**src/rtl/pif_bus_pkg.sv**
```systemverilog
// Shared definitions for the PIF 6502 bus controller and its address decoder:
// memory-map region bases, region-select type, local address widths and
// the controller FSM state codes.
package pif_bus_pkg;

  localparam int unsigned CPU_AW = 16;
  localparam int unsigned DATA_W = 8;
  localparam int unsigned RAM_AW = 13;
  localparam int unsigned ROM_AW = 12;
  localparam int unsigned OFS_W  = 13;
  localparam int unsigned CNT_W  = 8;

  // Region bases; each region runs up to the next base (ROM up to 0xFFFF).
  localparam logic [CPU_AW-1:0] RAM_BASE = 16'h0000;
  localparam logic [CPU_AW-1:0] IO_BASE  = 16'h2000;
  localparam logic [CPU_AW-1:0] ROM_BASE = 16'hC000;

  // Read data returned by an I/O read that timed out.
  localparam logic [DATA_W-1:0] RDATA_TIMEOUT = 8'hFF;

  typedef enum logic [1:0] {
    REGION_RAM = 2'd0,
    REGION_IO  = 2'd1,
    REGION_ROM = 2'd2
  } region_e;

  // Controller FSM states.
  localparam logic [2:0] ST_IDLE     = 3'd0;
  localparam logic [2:0] ST_ROM_WAIT = 3'd1;
  localparam logic [2:0] ST_RAM_WAIT = 3'd2;
  localparam logic [2:0] ST_IO_WAIT  = 3'd3;
  localparam logic [2:0] ST_ACK      = 3'd4;

endpackage

```
**src/rtl/pif_bus_ctrl_decode.sv**
```systemverilog
// pif_addr_decode: combinational decode of a 16-bit CPU address into a
// region select and a region-local offset. Shared with the debug bus.
//   addr      in  16  CPU byte address
//   region_c  out     RAM / IO / ROM select
//   offset_c  out 13  local offset (RAM: addr[12:0]; ROM: 4 KB mirrored offset;
//                     IO: addr - IO_BASE, truncated)
module pif_addr_decode
  import pif_bus_pkg::*;
(
  input  logic [CPU_AW-1:0] addr,
  output region_e           region_c,
  output logic [OFS_W-1:0]  offset_c
);

  // Highest matching base wins; ROM offset is folded to 12 bits so the
  // 16 KB window sees four copies of the 4 KB ROM.
  always_comb begin
    region_c = REGION_RAM;
    offset_c = OFS_W'(addr - RAM_BASE);
    if (addr >= ROM_BASE) begin
      region_c = REGION_ROM;
      offset_c = OFS_W'(ROM_AW'(addr - ROM_BASE));
    end else if (addr >= IO_BASE) begin
      region_c = REGION_IO;
      offset_c = OFS_W'(addr - IO_BASE);
    end
  end

endmodule

```
**src/rtl/pif_bus_ctrl.sv**
```systemverilog
// pif_bus_ctrl: bus controller between the PIF 6502 core and boot ROM,
// work RAM and the I/O window. One acknowledge per CPU request.
//   clk, reset_n            clock, async active-low reset
//   cpu_req/we/addr/wdata   CPU request (held until cpu_ack)
//   cpu_ack/rdata, bus_err  completion pulse, read data, sticky I/O timeout
//   rom_address/oe, rom_valid/q   rom_6502 read port
//   ram_address/oe/we/wdata, ram_valid/q   work RAM port
//   io_req/we/addr/wdata, io_ack/rdata     I/O handshake port
// All outputs are registered.
module pif_bus_ctrl
  import pif_bus_pkg::*;
#(
  parameter int unsigned IO_TIMEOUT = 255
) (
  input  logic              clk,
  input  logic              reset_n,
  input  logic              cpu_req,
  input  logic              cpu_we,
  input  logic [CPU_AW-1:0] cpu_addr,
  input  logic [DATA_W-1:0] cpu_wdata,
  output logic              cpu_ack,
  output logic [DATA_W-1:0] cpu_rdata,
  output logic              bus_err,
  output logic [ROM_AW-1:0] rom_address,
  output logic              rom_oe,
  input  logic              rom_valid,
  input  logic [DATA_W-1:0] rom_q,
  output logic [RAM_AW-1:0] ram_address,
  output logic              ram_oe,
  output logic              ram_we,
  output logic [DATA_W-1:0] ram_wdata,
  input  logic              ram_valid,
  input  logic [DATA_W-1:0] ram_q,
  output logic              io_req,
  output logic              io_we,
  output logic [CPU_AW-1:0] io_addr,
  output logic [DATA_W-1:0] io_wdata,
  input  logic              io_ack,
  input  logic [DATA_W-1:0] io_rdata
);

  localparam logic [CNT_W-1:0] TIMEOUT_CNT = CNT_W'(IO_TIMEOUT);

  region_e           region_c;
  logic [OFS_W-1:0]  offset_c;

  logic [2:0]        state_q, state_d;
  logic [CNT_W-1:0]  io_cnt_q, io_cnt_d;

  logic              cpu_ack_d;
  logic [DATA_W-1:0] cpu_rdata_d;
  logic              bus_err_d;
  logic [ROM_AW-1:0] rom_address_d;
  logic              rom_oe_d;
  logic [RAM_AW-1:0] ram_address_d;
  logic              ram_oe_d;
  logic              ram_we_d;
  logic [DATA_W-1:0] ram_wdata_d;
  logic              io_req_d;
  logic              io_we_d;
  logic [CPU_AW-1:0] io_addr_d;
  logic [DATA_W-1:0] io_wdata_d;

  pif_addr_decode u_decode (
    .addr     (cpu_addr),
    .region_c (region_c),
    .offset_c (offset_c)
  );

  // State and registered outputs.
  always_ff @(posedge clk or negedge reset_n) begin
    if (!reset_n) begin
      state_q     <= ST_IDLE;
      io_cnt_q    <= '0;
      cpu_ack     <= 1'b0;
      cpu_rdata   <= '0;
      bus_err     <= 1'b0;
      rom_address <= '0;
      rom_oe      <= 1'b0;
      ram_address <= '0;
      ram_oe      <= 1'b0;
      ram_we      <= 1'b0;
      ram_wdata   <= '0;
      io_req      <= 1'b0;
      io_we       <= 1'b0;
      io_addr     <= '0;
      io_wdata    <= '0;
    end else begin
      state_q     <= state_d;
      io_cnt_q    <= io_cnt_d;
      cpu_ack     <= cpu_ack_d;
      cpu_rdata   <= cpu_rdata_d;
      bus_err     <= bus_err_d;
      rom_address <= rom_address_d;
      rom_oe      <= rom_oe_d;
      ram_address <= ram_address_d;
      ram_oe      <= ram_oe_d;
      ram_we      <= ram_we_d;
      ram_wdata   <= ram_wdata_d;
      io_req      <= io_req_d;
      io_we       <= io_we_d;
      io_addr     <= io_addr_d;
      io_wdata    <= io_wdata_d;
    end
  end

  // Next state and next output values.
  always_comb begin
    state_d       = state_q;
    io_cnt_d      = io_cnt_q;
    cpu_ack_d     = 1'b0;
    cpu_rdata_d   = cpu_rdata;
    bus_err_d     = bus_err;
    rom_address_d = rom_address;
    rom_oe_d      = 1'b0;
    ram_address_d = ram_address;
    ram_oe_d      = 1'b0;
    ram_we_d      = 1'b0;
    ram_wdata_d   = ram_wdata;
    io_req_d      = io_req;
    io_we_d       = io_we;
    io_addr_d     = io_addr;
    io_wdata_d    = io_wdata;

    case (state_q)
      ST_IDLE: begin
        if (cpu_req && !cpu_ack) begin
          case (region_c)
            REGION_ROM: begin
              // ROM writes are dropped silently and acked like a RAM write.
              if (cpu_we) begin
                state_d = ST_ACK;
              end else begin
                rom_oe_d      = 1'b1;
                rom_address_d = offset_c[ROM_AW-1:0];
                state_d       = ST_ROM_WAIT;
              end
            end
            REGION_RAM: begin
              ram_address_d = offset_c[RAM_AW-1:0];
              if (cpu_we) begin
                ram_we_d    = 1'b1;
                ram_wdata_d = cpu_wdata;
                state_d     = ST_ACK;
              end else begin
                ram_oe_d = 1'b1;
                state_d  = ST_RAM_WAIT;
              end
            end
            default: begin
              io_req_d   = 1'b1;
              io_we_d    = cpu_we;
              io_addr_d  = cpu_addr;
              io_wdata_d = cpu_wdata;
              io_cnt_d   = '0;
              state_d    = ST_IO_WAIT;
            end
          endcase
        end
      end

      ST_ROM_WAIT: begin
        if (rom_valid) begin
          cpu_rdata_d = rom_q;
          cpu_ack_d   = 1'b1;
          state_d     = ST_ACK;
        end
      end

      ST_RAM_WAIT: begin
        if (ram_valid) begin
          cpu_rdata_d = ram_q;
          cpu_ack_d   = 1'b1;
          state_d     = ST_ACK;
        end
      end

      // io_ack is checked first so it wins over a simultaneous timeout.
      ST_IO_WAIT: begin
        if (io_ack) begin
          io_req_d  = 1'b0;
          cpu_ack_d = 1'b1;
          state_d   = ST_ACK;
          if (!io_we) begin
            cpu_rdata_d = io_rdata;
          end
        end else if (io_cnt_q >= TIMEOUT_CNT) begin
          io_req_d  = 1'b0;
          bus_err_d = 1'b1;
          cpu_ack_d = 1'b1;
          state_d   = ST_ACK;
          if (!io_we) begin
            cpu_rdata_d = RDATA_TIMEOUT;
          end
        end else if (io_cnt_q != '1) begin
          io_cnt_d = io_cnt_q + CNT_W'(1);
        end
      end

      // Reads/IO raise cpu_ack on entry; writes enter with it low and
      // raise it here, one cycle later. Either way it lasts one cycle.
      ST_ACK: begin
        if (cpu_ack) begin
          state_d = ST_IDLE;
        end else begin
          cpu_ack_d = 1'b1;
        end
      end

      default: begin
        state_d = ST_IDLE;
      end
    endcase
  end

endmodule
```
**config.mk**
```make
export PLATFORM = sky130hd
export DESIGN_NAME = pif_bus_ctrl
export DESIGN_NICKNAME = d
export VERILOG_FILES = /design/src/rtl/pif_bus_pkg.sv /design/src/rtl/pif_bus_ctrl_decode.sv /design/src/rtl/pif_bus_ctrl.sv
export SDC_FILE = /design/constraint.sdc
export NUM_CORES = 1
export LEC_CHECK = 0
export ABC_AREA = 1
export BUFFER_PORTS_ARGS = -buffer_cell sky130_fd_sc_hd__buf_2
export CAP_MARGIN = 20
export CELL_PAD_IN_SITES_DETAIL_PLACEMENT = 1
export CELL_PAD_IN_SITES_GLOBAL_PLACEMENT = 1
export CORE_ASPECT_RATIO = 0.5
export CORE_UTILIZATION = 36
export CTS_CLUSTER_SIZE = 20
export DETAILED_ROUTE_END_ITERATION = 7
export PLACE_DENSITY = 0.78
export SLEW_MARGIN = 10
export SYNTH_ARGS = -nofsm -noshare
export SYNTH_HDL_FRONTEND = slang
export SYNTH_SLANG_ARGS = --single-unit
```
**constraint.sdc**
```tcl
create_clock -name clk -period 1.9 [get_ports clk]
set_input_delay 0.38 -clock clk [delete_from_list [all_inputs] [get_ports clk]]
set_output_delay 0.38 -clock clk [all_outputs]
set_load 0.02 [all_outputs]
```
Yosys cells after proc, flatten, opt, wreduce, memory -nomap -nowiden
Cells that the tools add are included.
- reductions and logical operators: 16
- $add $sub $neg: 3
- mux-type cells: 49
- bitwise logic cells: 3
- eq/ne operators: 17
- order comparisons: 3
- operator list (operator ; number):
    two-way mux 8 bit ; 11
    two-way mux 13 bit ; 2
    two-way mux 3 bit ; 8
    one-hot mux 8 bit (3 select lines) ; 1
    two-way mux 1 bit ; 21
    >= comparator 16 x 14 -> 1 bit, second input constant ; 1
    >= comparator 16 bit, second input constant ; 1
    inequality test 2 bit, second input constant ; 8
    one-hot mux 8 bit (2 select lines) ; 1
    one-hot mux 3 bit (5 select lines) ; 1
    subtractor 13 x 1 -> 13 bit, second input constant ; 1
    AND reduction 4 bit ; 3
    AND reduction 6 bit ; 2
    subtractor 12 x 1 -> 12 bit, second input constant ; 1
    inequality test 3 bit, second input constant ; 3
    AND reduction 3 bit ; 3
    adder 8 x 1 -> 8 bit, second input constant ; 1
    >= comparator 8 bit, second input constant ; 1
    inequality test 8 bit, second input constant ; 1
    == test 3 x 2 -> 1 bit, second input constant ; 2
    one-hot mux 3 bit (2 select lines) ; 1
    AND reduction 5 bit ; 1
    one-hot mux 1 bit (4 select lines) ; 1
    == test 3 x 1 -> 1 bit, second input constant ; 1
    other kinds (12) ; 14
- output and inout port bits: 72
- bits of input ports: 55
- word-level logic and storage cells: 106
- bits in registers: 83

Depth between registers and ports, before layout
- depth in word-level cells: 8
- mapped depth: 10
- mapped depth without buffers: 10

By module
From an unflattened synthesis, not the netlist that was laid out.
- cell total of the unflattened synthesis: 449
- area, all modules: 3971.3 um^2
- by module, submodules not included (module ; sequential area each (um^2) ; area an instance (um^2) ; cells an instance ; times used):
    pif_bus_ctrl ; 2077.0 ; 3849.9 ; 430 ; 1
    pif_addr_decode ; 0.0 ; 121.4 ; 19 ; 1

Least setup slack after synthesis
OpenSTA, ideal clock, no wires.
- path kind: register to register
- from: register io_cnt_q[0]
- to: register cpu_rdata[0]
- arrival time: 1.389 ns
- slack: 0.394 ns
- clock period less this slack: 1.506 ns
- cell stages (with the launch flop): 11
- setup time: 0.117 ns
- path buffers: 0
- data required time: 1.783 ns
- path through: dfrtp_1 > ha_1 > nand2_1 > nor2_1 > nand2_1 > nand2_1 > nand2_1 > nand2_2 > nand2_4 > nand2_1 > nand2_1
- longest elaborated chain between the ends: 3
- elaborated cells between the ends (all ways): 4
- those cells by class: order compare (1); eq/ne (2); reduce/logical (1)
- ends and longest elaborated chain (element ; RTL line ; RTL):
    start: declaration ; pif_bus_ctrl.sv:48 ; logic [CNT_W-1:0] io_cnt_q, io_cnt_d;
    start signal: assignment ; pif_bus_ctrl.sv:90 ; io_cnt_q <= io_cnt_d;
    >= comparator 8 bit (*) ; pif_bus_ctrl.sv:187 ; end else if (io_cnt_q >= TIMEOUT_CNT) begin
    inequality test 3 bit (no source line) ; n/a ;
    AND reduction 6 bit (no source line) (*) ; n/a ;
    end signal: assignment ; pif_bus_ctrl.sv:92 ; cpu_rdata <= cpu_rdata_d;
    end: declaration ; pif_bus_ctrl.sv:22 ; output logic [DATA_W-1:0] cpu_rdata,
Every way passes the cells marked *; elsewhere a longest branch is shown, timed or not.
A chain may end at the register's enable or synchronous reset.

Final worst setup path
- from: register io_cnt_q[0]
- to: register cpu_rdata[5]
The elaborated chain is that of the path after synthesis.

==> impl_metrics.py <==
metrics = {
    "die": {
        "floorplan.rows": 25,
        "die_height_um": 73.6,
        "die_x_um": 145,
        "core_area_um2": 9700,
        "die_area_um2": 10700,
        "floorplan.initialDensity": 0.380,
        "io_pins": 127,
    },
    "route": {
        "route.detailed.drc": 0,
        "ant_nets": 0,
        "post_drt_via_cell_ratio": 4.68,
        "wl_per_cell_um": 14.7,
        "initialDrtViolationCount": 138,
        "detail_route.first_pass.iterations": 4,
        "num_vias": 3207,
        "routed_wl_um": 10100,
    },
    "worst_setup_path": {
        "reg2regPathDepth": 10,
        "cp_slowest_cell": "dfrtp_1",
        "setup_crit_end_kind": "register",
        "max_fanout_on_critical_path": 9,
        "crit_type": "reg2reg",
        "critPathRequiredTime_ns": 2.14,
        "worst_r2r_startpoint": "io_cnt_q[0]",
        "start_kind": "register",
        "critical_path_arrival_ns": 1.93,
        "worst_path_most_repeated_cell": "nand2_1",
        "cpPeakStageDelay_ns": 0.39,
        "cp-startpoint": "io_cnt_q[0]",
        "timing.critical_path.cells": "ha_1 -> nand2_1 -> nor2_1 -> nand2_1 -> nand2_1 -> nand2_1 -> nand2_4 -> nand2_4 -> nand2_1 -> nand2_1",
    },
    "global_routing": {
        "wire_length_of_the_first_global_routing_pass_um": 16600,
        "grt_start_max_net_pins": 35,
        "grt_util_all_layers": 0.202,
        "grt-ovfl-total": 0,
        "antenna_found_initial": 0,
        "first_global_vias": 3295,
    },
    "yosys": {
        "library_cell_with_the_highest_instance_count_after_synthesis": "nand2_1",
        "synth.top_cell.area_share": 0.563,
        "synth-async-reset-ratio": 1.00,
        "largest_area_contributor_in_the_netlist": "dfrtp_1",
        "ys_seq_elements": 83,
        "yosys.cell_types.count": 24,
        "synth_area_per_cell_um2": 8.97,
        "postSynthNetCount": 467,
        "ys_top_cells_by_count": "nand2_1 (131), dfrtp_1 (83), o21ai_0 (51)",
        "synth_area_leaders": "dfrtp_1 (56%), nand2_1 (13%), o21ai_0 (6.9%)",
        "yosys_most_used_dff": "dfrtp_1",
        "netlist_area_um2": 3690,
        "seq_area_frac_synth": 0.563,
        "synth_cells": 411,
        "yosys_warns": 0,
        "synth_edf_count": 0,
    },
    "timing": {
        "timing.hold.ws_ns": 0.285,
        "final_min_period_over_clock_period": 0.889,
        "fmax_ghz": 0.592,
        "slew_violations": 0,
        "timing_worst_slew_pin_value_ns": 0.296,
        "period_minus_slack_ns": 1.69,
        "skew_ns": 0.00561,
        "fin_setup_tns_ns": 0,
        "timing.slew.headroom": 0.803,
        "hold_violations": 0,
        "grt_setup_unrepaired": "false",
        "setup-violations-final": 0,
    },
    "cells_and_area": {
        "drive_gt1_frac": 0.331,
        "diodes": 0,
        "area_growth_syn_to_layout_pct": 29.9,
        "final_nets": 601,
        "postLayoutCellArea_um2": 4790,
    },
    "clock_network": {
        "clkLatencyLatePin_ns": 0.35,
        "clk_pin_slew_ns": 0.07,
        "cts.root.buffer_cell": "clkbuf_16",
        "clock_tree_from_tritoncts": "built",
        "cts_buffer_depth": 2,
        "cts_buffers": 9,
        "cts.sink_count": 83,
        "cts_htree_levels": 3,
    },
    "placed_design": {
        "post_dp_cell_area_um2": 4490,
        "globalplace.congestion": 0.781,
        "dp_hpwl_um": 7450,
        "placement.io_buffers": 126,
    },
    "power_and_ir_drop": {
        "p_total_mw": 7.64,
        "p_leak_nw": 2.69,
        "powerDensity_nw_per_um2": 1590,
        "vdd.ir_drop.worst_mv": 0.628,
    },
    "min_path": {
        "worst_hold_path_type": "in2reg",
        "hold_path_depth": 3,
        "hold_path.startpoint": "cpu_addr[12]",
    },
    "status": {
        "status": "finished, final reports clean",
    },
    "flow_run": {
        "max_cap_viol_count": 0,
    },
}
cells by family (layout without fill, tap and decap cells):
| group | after synthesis | after routing | share of synthesized area |
|---|---|---|---|
| adder cells (fa/ha/maj) | 1 | 1 | 0.00339 |
| AO/OA/AOI/OAI | 75 | 75 | 0.116 |
| buffers and inverters | 55 | 194 | 0.0668 |
| flip-flops | 83 | 83 | 0.563 |
| XOR/XNOR | 5 | 5 | 0.0119 |
| AND/OR/NAND/NOR | 192 | 192 | 0.239 |
cell usage in the layout, fill, tap and decap left out, types with 5 or more instances in the layout:
master and instances:
buf_4 7, clkbuf_16 9, nor2_1 10, o21ai_1 5, nand3_1 33, inv_1 40
dfrtp_1 83, a21oi_1 5, o21ai_0 51, xor2_1 5, nand2_4 8, o21ai_2 13
nand2_1 131, buf_2 125
flip-flops by register name (all words and copies together), names as in the netlist, 3 cells and up:
| name | count |
|---|---|
| io_addr | 16 |
| ram_address | 13 |
| rom_address | 12 |
| cpu_rdata | 8 |
| io_cnt_q | 8 |
| io_wdata | 8 |
| ram_wdata | 8 |
| state_q | 3 |
per-layer routing:
layer,global-route usage,part of all wire,vias to the layer above
li1,-,-,1580
met1,0.241,0.45,1532
met2,0.351,0.48,76
met3,0.0665,0.054,19
met4,0.0690,0.014,0
met5,0,0,-
per-stage QoR:
| stage | utilization | std cells | setup slack (ns) |
|---|---|---|---|
| 3_5_place_dp | 0.463 | 668 | 0.190 |
| 5_1_grt | 0.494 | 685 | 0.0275 |
| 2_1_floorplan | - | 411 | 0.394 |
| 3_3_place_gp | 0.463 | 668 | 0.263 |
| 4_1_cts | 0.494 | 685 | 0.169 |
| 6_report | 0.494 | 685 | 0.211 |
area by class of cell:
| class | instances | area [um2] |
|---|---|---|
| fill | 1199 | 4910 |
| sequential | 83 | 2080 |
| multi-input combinational | 273 | 1370 |
| timing repair buffer | 135 | 728 |
| clock buffer | 9 | 225 |
| tap | 135 | 169 |
| inverter | 43 | 161 |
| clock inverter | 7 | 60.1 |
worst paths after layout:
path                       slack (ns)              to
setup / recovery                 0.21    cpu_rdata[5]
hold / removal                   0.29     io_addr[12]
setup reg to reg                 0.21    cpu_rdata[5]
hold reg to reg                  0.48     io_addr[15]
max in group asynchronous        0.90  rom_address[4]
min in group asynchronous        0.46         bus_err
critical path: cells and delay by family, from the launching register on:
kind,cells,cell delay [ns]
simple gates,9,0.97
fa+ha+maj,1,0.22
flops,1,0.39
repair_timing:
item	4_1_cts	5_1_grt
hold endpoints to repair	16	0
setup buffers	0	0
gates resized for setup	0	1
setup endpoints to repair	0	1
hold buffers	1	0
power breakdown:
| part | switching [mW] | total, mW | leakage, nW | internal, mW |
|---|---|---|---|---|
| Sequential | 0.411 | 2.86 | 1.07 | 2.45 |
| Clock | 0.791 | 1.70 | 0.131 | 0.906 |
| Combinational | 2.06 | 3.08 | 1.49 | 1.02 |
(Power assumes the default switching activity.)
